==> src/rtl/id_ex_stage.sv <==
// ID/EX pipeline register: latches decoded fields, forwards from EX/MEM and MEM/WB
// into the ALU operands, and holds back IF/ID with a bubble on load-use hazards.
module id_ex_stage #(
    parameter int DATA_W = 32,
    parameter int REG_AW = 5
) (
    input  logic              clk_i,
    input  logic              rst_i,
    input  logic              flush_i,
    input  logic              id_valid_i,
    input  logic [2:0]        id_aluctrl_i,
    input  logic              id_alusrc_i,
    input  logic              id_regwrite_i,
    input  logic              id_memread_i,
    input  logic              id_memwrite_i,
    input  logic              id_memtoreg_i,
    input  logic              id_uses_rs1_i,
    input  logic              id_uses_rs2_i,
    input  logic [REG_AW-1:0] id_rs1_i,
    input  logic [REG_AW-1:0] id_rs2_i,
    input  logic [REG_AW-1:0] id_rd_i,
    input  logic [DATA_W-1:0] id_rdata1_i,
    input  logic [DATA_W-1:0] id_rdata2_i,
    input  logic [DATA_W-1:0] id_imm_i,
    input  logic              exmem_regwrite_i,
    input  logic [REG_AW-1:0] exmem_rd_i,
    input  logic [DATA_W-1:0] exmem_alures_i,
    input  logic              memwb_regwrite_i,
    input  logic [REG_AW-1:0] memwb_rd_i,
    input  logic [DATA_W-1:0] memwb_wdata_i,
    output logic              stall_o,
    output logic              ex_valid_o,
    output logic [2:0]        ex_aluctrl_o,
    output logic [DATA_W-1:0] ex_opa_o,
    output logic [DATA_W-1:0] ex_opb_o,
    output logic [DATA_W-1:0] ex_storedata_o,
    output logic [REG_AW-1:0] ex_rd_o,
    output logic              ex_regwrite_o,
    output logic              ex_memread_o,
    output logic              ex_memwrite_o,
    output logic              ex_memtoreg_o
);

    logic              ex_valid;
    logic [2:0]        ex_aluctrl;
    logic              ex_alusrc;
    logic              ex_regwrite;
    logic              ex_memread;
    logic              ex_memwrite;
    logic              ex_memtoreg;
    logic [REG_AW-1:0] ex_rs1;
    logic [REG_AW-1:0] ex_rs2;
    logic [REG_AW-1:0] ex_rd;
    logic [DATA_W-1:0] ex_rdata1;
    logic [DATA_W-1:0] ex_rdata2;
    logic [DATA_W-1:0] ex_imm;

    logic              load_en;
    logic              hazard_rs1;
    logic              hazard_rs2;
    logic [DATA_W-1:0] fwd_a;
    logic [DATA_W-1:0] fwd_b;

    // A load in EX whose result the ID instruction needs cannot be forwarded in time.
    assign hazard_rs1 = id_uses_rs1_i && (id_rs1_i == ex_rd);
    assign hazard_rs2 = id_uses_rs2_i && (id_rs2_i == ex_rd);
    assign stall_o    = !flush_i && id_valid_i && ex_valid && ex_memread &&
                        (ex_rd != '0) && (hazard_rs1 || hazard_rs2);

    assign load_en = !flush_i && !stall_o && id_valid_i;

    // Any rejected capture loads an all-zero bubble, which also keeps x0 indices
    // in the register so a bubble can never match a forwarding source.
    always_ff @(posedge clk_i or negedge rst_i) begin
        if (!rst_i) begin
            ex_valid    <= 1'b0;
            ex_aluctrl  <= '0;
            ex_alusrc   <= 1'b0;
            ex_regwrite <= 1'b0;
            ex_memread  <= 1'b0;
            ex_memwrite <= 1'b0;
            ex_memtoreg <= 1'b0;
            ex_rs1      <= '0;
            ex_rs2      <= '0;
            ex_rd       <= '0;
            ex_rdata1   <= '0;
            ex_rdata2   <= '0;
            ex_imm      <= '0;
        end else begin
            ex_valid    <= load_en;
            ex_aluctrl  <= load_en ? id_aluctrl_i  : '0;
            ex_alusrc   <= load_en ? id_alusrc_i   : 1'b0;
            ex_regwrite <= load_en ? id_regwrite_i : 1'b0;
            ex_memread  <= load_en ? id_memread_i  : 1'b0;
            ex_memwrite <= load_en ? id_memwrite_i : 1'b0;
            ex_memtoreg <= load_en ? id_memtoreg_i : 1'b0;
            ex_rs1      <= load_en ? id_rs1_i      : '0;
            ex_rs2      <= load_en ? id_rs2_i      : '0;
            ex_rd       <= load_en ? id_rd_i       : '0;
            ex_rdata1   <= load_en ? id_rdata1_i   : '0;
            ex_rdata2   <= load_en ? id_rdata2_i   : '0;
            ex_imm      <= load_en ? id_imm_i      : '0;
        end
    end

    // EX/MEM holds the younger result, so it takes precedence over MEM/WB.
    always_comb begin
        fwd_a = ex_rdata1;
        if (exmem_regwrite_i && (exmem_rd_i != '0) && (exmem_rd_i == ex_rs1)) begin
            fwd_a = exmem_alures_i;
        end else if (memwb_regwrite_i && (memwb_rd_i != '0) && (memwb_rd_i == ex_rs1)) begin
            fwd_a = memwb_wdata_i;
        end
    end

    always_comb begin
        fwd_b = ex_rdata2;
        if (exmem_regwrite_i && (exmem_rd_i != '0) && (exmem_rd_i == ex_rs2)) begin
            fwd_b = exmem_alures_i;
        end else if (memwb_regwrite_i && (memwb_rd_i != '0) && (memwb_rd_i == ex_rs2)) begin
            fwd_b = memwb_wdata_i;
        end
    end

    assign ex_opa_o       = fwd_a;
    assign ex_opb_o       = ex_alusrc ? ex_imm : fwd_b;
    assign ex_storedata_o = fwd_b;

    assign ex_valid_o    = ex_valid;
    assign ex_aluctrl_o  = ex_aluctrl;
    assign ex_rd_o       = ex_rd;
    assign ex_regwrite_o = ex_regwrite && ex_valid;
    assign ex_memread_o  = ex_memread  && ex_valid;
    assign ex_memwrite_o = ex_memwrite && ex_valid;
    assign ex_memtoreg_o = ex_memtoreg && ex_valid;

endmodule

==> config.mk <==
export PLATFORM = sky130hd
export DESIGN_NAME = id_ex_stage
export DESIGN_NICKNAME = d
export VERILOG_FILES = /design/src/rtl/id_ex_stage.sv
export SDC_FILE = /design/constraint.sdc
export NUM_CORES = 1
export LEC_CHECK = 0
export BUFFER_PORTS_ARGS = -buffer_cell sky130_fd_sc_hd__buf_2
export CORE_ASPECT_RATIO = 1.75
export CORE_MARGIN = 3
export CORE_UTILIZATION = 54
export CTS_CLUSTER_SIZE = 28
export DETAILED_ROUTE_END_ITERATION = 8
export GPL_TIMING_DRIVEN = 0
export PLACE_DENSITY_LB_ADDON = 0.12
export SETUP_SLACK_MARGIN = 0.5
export SYNTH_ARGS = -nofsm -noshare
export SYNTH_HDL_FRONTEND = slang
export SYNTH_SLANG_ARGS = --single-unit
==> constraint.sdc <==
create_clock -name clk_i -period 4.14 [get_ports clk_i]
set_input_delay 0 -clock clk_i [delete_from_list [all_inputs] [get_ports clk_i]]
set_output_delay 0 -clock clk_i [all_outputs]
set_load 0.02 [all_outputs]
==> impl_metrics.tcl <==
set metrics [dict create \
    status "complete, but fails checks" \
    violations "design-rule violations" \
    multi_input_area_um2 3827 \
    cts_tree "built" \
    synth_edf_count 0 \
    worstMarginPinSlew_ns 0.7001 \
    crit_top_cell "buf_2" \
    cts_sinks 120 \
    first_pass_iters 8 \
    dieArea_um2 16090 \
    num-fill-cells 882 \
    finalClockSkew_ns 0.01222 \
    seqCellArea_um2 3003 \
    critical_path_peak_fanout 10 \
    worstSkewPairLatency_ns 0.42 \
    critPathMaxStageDelay_ns 0.58 \
    slowest_stage "clkbuf_1" \
    synthesis.area_um2 7859 \
    cts.repair.resized 0 \
    clk_pin_slew_ns 0.06 \
    wl_per_cell_um 23.25 \
    drv_cap 0 \
    synthDistinctLibCells 39 \
    grt_pass1_vias 10503 \
    cts_hold_buf 120 \
    max_freq_ghz 0.3447 \
    place_area_um2 9661 \
    clk_path_buf_depth 2 \
    dpl_worst_slack_ns 1.713 \
    portBuffers 309 \
    wirelength_mm 36.64 \
    die_height_um 165.6 \
    ys_async_sr_fraction 1.000 \
    setup_slack_ns 1.239 \
    critical_path_class "reg -> out" \
    period_share 0.7007 \
    io_pins 311 \
    crit_chain "xnor2_1 > nand4_1 > o22ai_1 > clkbuf_1 > buf_2 > and2_1 > buf_2" \
    relSlewSlack 0.5332 \
    via_count 10205 \
    cp.required_ns 4.14 \
    setup_viol 0 \
    ys_seq_elements 120 \
    vdd_drop_max_v 0.0002813 \
    mostFrequentLayoutCells "338 x buf_2, 120 x dfrtp_1, 120 x dlygate4sd3_1, 119 x inv_1, 119 x a211oi_1" \
    arrival_ns 2.90 \
    rsz0062_at_grt "no" \
    crit_path_end_kind "primary output" \
    numCtsBuffers 17 \
    htreeDepth 4 \
    synth_warnings 0 \
    drc_errors 2 \
    postCtsSetupBuffers 0 \
    period_needed_ns 2.901 \
    synth_ff_type "dfrtp_1" \
    grt_overflow 0 \
    finalMaxSlewViolations 0 \
    fin_area_um2 11520 \
    whs_ns 0.1054 \
    die_width_um 97.20 \
    drive_gt1_frac 0.2836 \
    final_common_cell "buf_2" \
    startpoint_type "flop" \
    pwr_density_cell_nw_per_um2 329.1 \
    synthCells 931 \
    place_congestion 0.9362 \
    synth_fp_nets 1132 \
    grt_max_degree 70 \
    std_cell_rows 57 \
    ant_nets 0 \
    core_area_um2 14050 \
    hold_class "in -> async" \
    grt_usage 0.4432 \
    initial_core_util 0.5594 \
    final_hold_viol_count 0 \
    drt-vias-per-instance 6.475 \
    hpwlAfterDp_mm 24.05 \
    syn_avg_cell_area_um2 8.441 \
    grt_pass1_wl_mm 55.70 \
    p_leak_nw 5.739 \
    syn_to_final_growth_pct 46.55 \
    num-nets-final 1581 \
    setup_tns_ns 0 \
    yosysSeqAreaShare 0.3821 \
    antenna_found_initial 6 \
    drt_iter0_drc 1133 \
    root_buffer "clkbuf_16" \
]
[cell type report]
| cell class | instances | share of cell area |
|---|---|---|
| Antenna cell | 6 | 0.001304 |
| Buffer | 121 | 0.05052 |
| Multi-Input combinational cell | 571 | 0.3323 |
| Clock buffer | 17 | 0.03694 |
| Sequential cell | 120 | 0.2607 |
| Clock inverter | 15 | 0.01869 |
| Timing Repair Buffer | 430 | 0.2415 |
| Tap cell | 177 | 0.01923 |
| Inverter | 119 | 0.03878 |
[cell usage after synthesis (2+ instances only)]
library cell  instances  area [um2]
dfrtp_1             120        3003
a211oi_1            119       893.4
inv_1               119       446.7
a31oi_1              94       588.1
clkbuf_1             75       281.5
nor4_1               64       400.4
nand3_1              36       180.2
nand4_1              35       219.0
nor2_1               34       127.6
a41o_1               32       320.3
nor2b_1              32       200.2
o21ai_0              32       160.2
o31ai_1              32       240.2
buf_2                30       150.1
xnor2_1              28       245.2
and2_1                6       37.54
buf_4                 6       45.04
buf_6                 4       45.04
nand2_1               4       15.01
buf_8                 3       45.04
clkbuf_2              3       15.01
a31oi_2               2       25.02
and3_1                2       12.51
o21a_1                2       15.01
or4_1                 2       15.01
xor2_1                2       17.52
[stage by stage]
stage               utilization  cells  power [mW]
floorplan                     -    931       1.673
global placement         0.6852   1417       2.001
detailed placement       0.6876   1418       2.011
CTS                      0.8187   1570       3.721
global route             0.8198   1576       3.882
finish                   0.8198   1576       3.790
[flip-flops by register name, summed over array words and instances, names as in the netlist, 3 cells and up]
register      count
ex_rs2            5
ex_imm           32
ex_rd_o           5
ex_rdata2        32
ex_rdata1        32
ex_rs1            5
ex_aluctrl_o      3
[worst max-delay path: cells and delay by family (launching register included)]
family	cells	cell delay [ns]
compound gates	1	0.39
xor+xnor	1	0.28
buf+inv	3	1.06
flops	1	0.47
simple gates	2	0.26
[path summary, 6_finish.rpt]
check / endpoint / from / depth (start not counted) / slack, ns
max in group asynchronous: ex_rdata1[18] / rst_i / 3 / 3.31
max: stall_o / ex_rd_o[3] / 7 / 1.24
min reg2reg: ex_imm[31] / ex_rd_o[1] / 4 / 1.23
max reg2reg: ex_rdata2[8] / ex_rd_o[3] / 6 / 1.50
min: ex_imm[28] / rst_i / 2 / 0.11
min in group clk_i: ex_rdata2[1] / id_rdata2_i[1] / 4 / 0.33
[per-layer routing]
metal | track usage | vias up | part of all wire
met5 | 0 | - | 0
met4 | 0.3380 | 0 | 0.083
met3 | 0.1047 | 281 | 0.10
met2 | 0.7695 | 880 | 0.50
met1 | 0.4624 | 4656 | 0.31
li1 | - | 4388 | -
[cell families after synthesis]
| group | Yosys count | synth area share |
|---|---|---|
| compound gates | 320 | 0.2941 |
| buf+inv | 240 | 0.1309 |
| simple gates | 221 | 0.1595 |
| flops | 120 | 0.3821 |
| xor+xnor | 30 | 0.03344 |
[report_power, final]
group,leakage (nW),internal [mW],switching [mW]
clock,0.309,1.02,0.636
sequential,1.61,1.22,0.0206
combinational,3.82,0.334,0.558
Note: power is estimated with default switching activity, not from simulation.
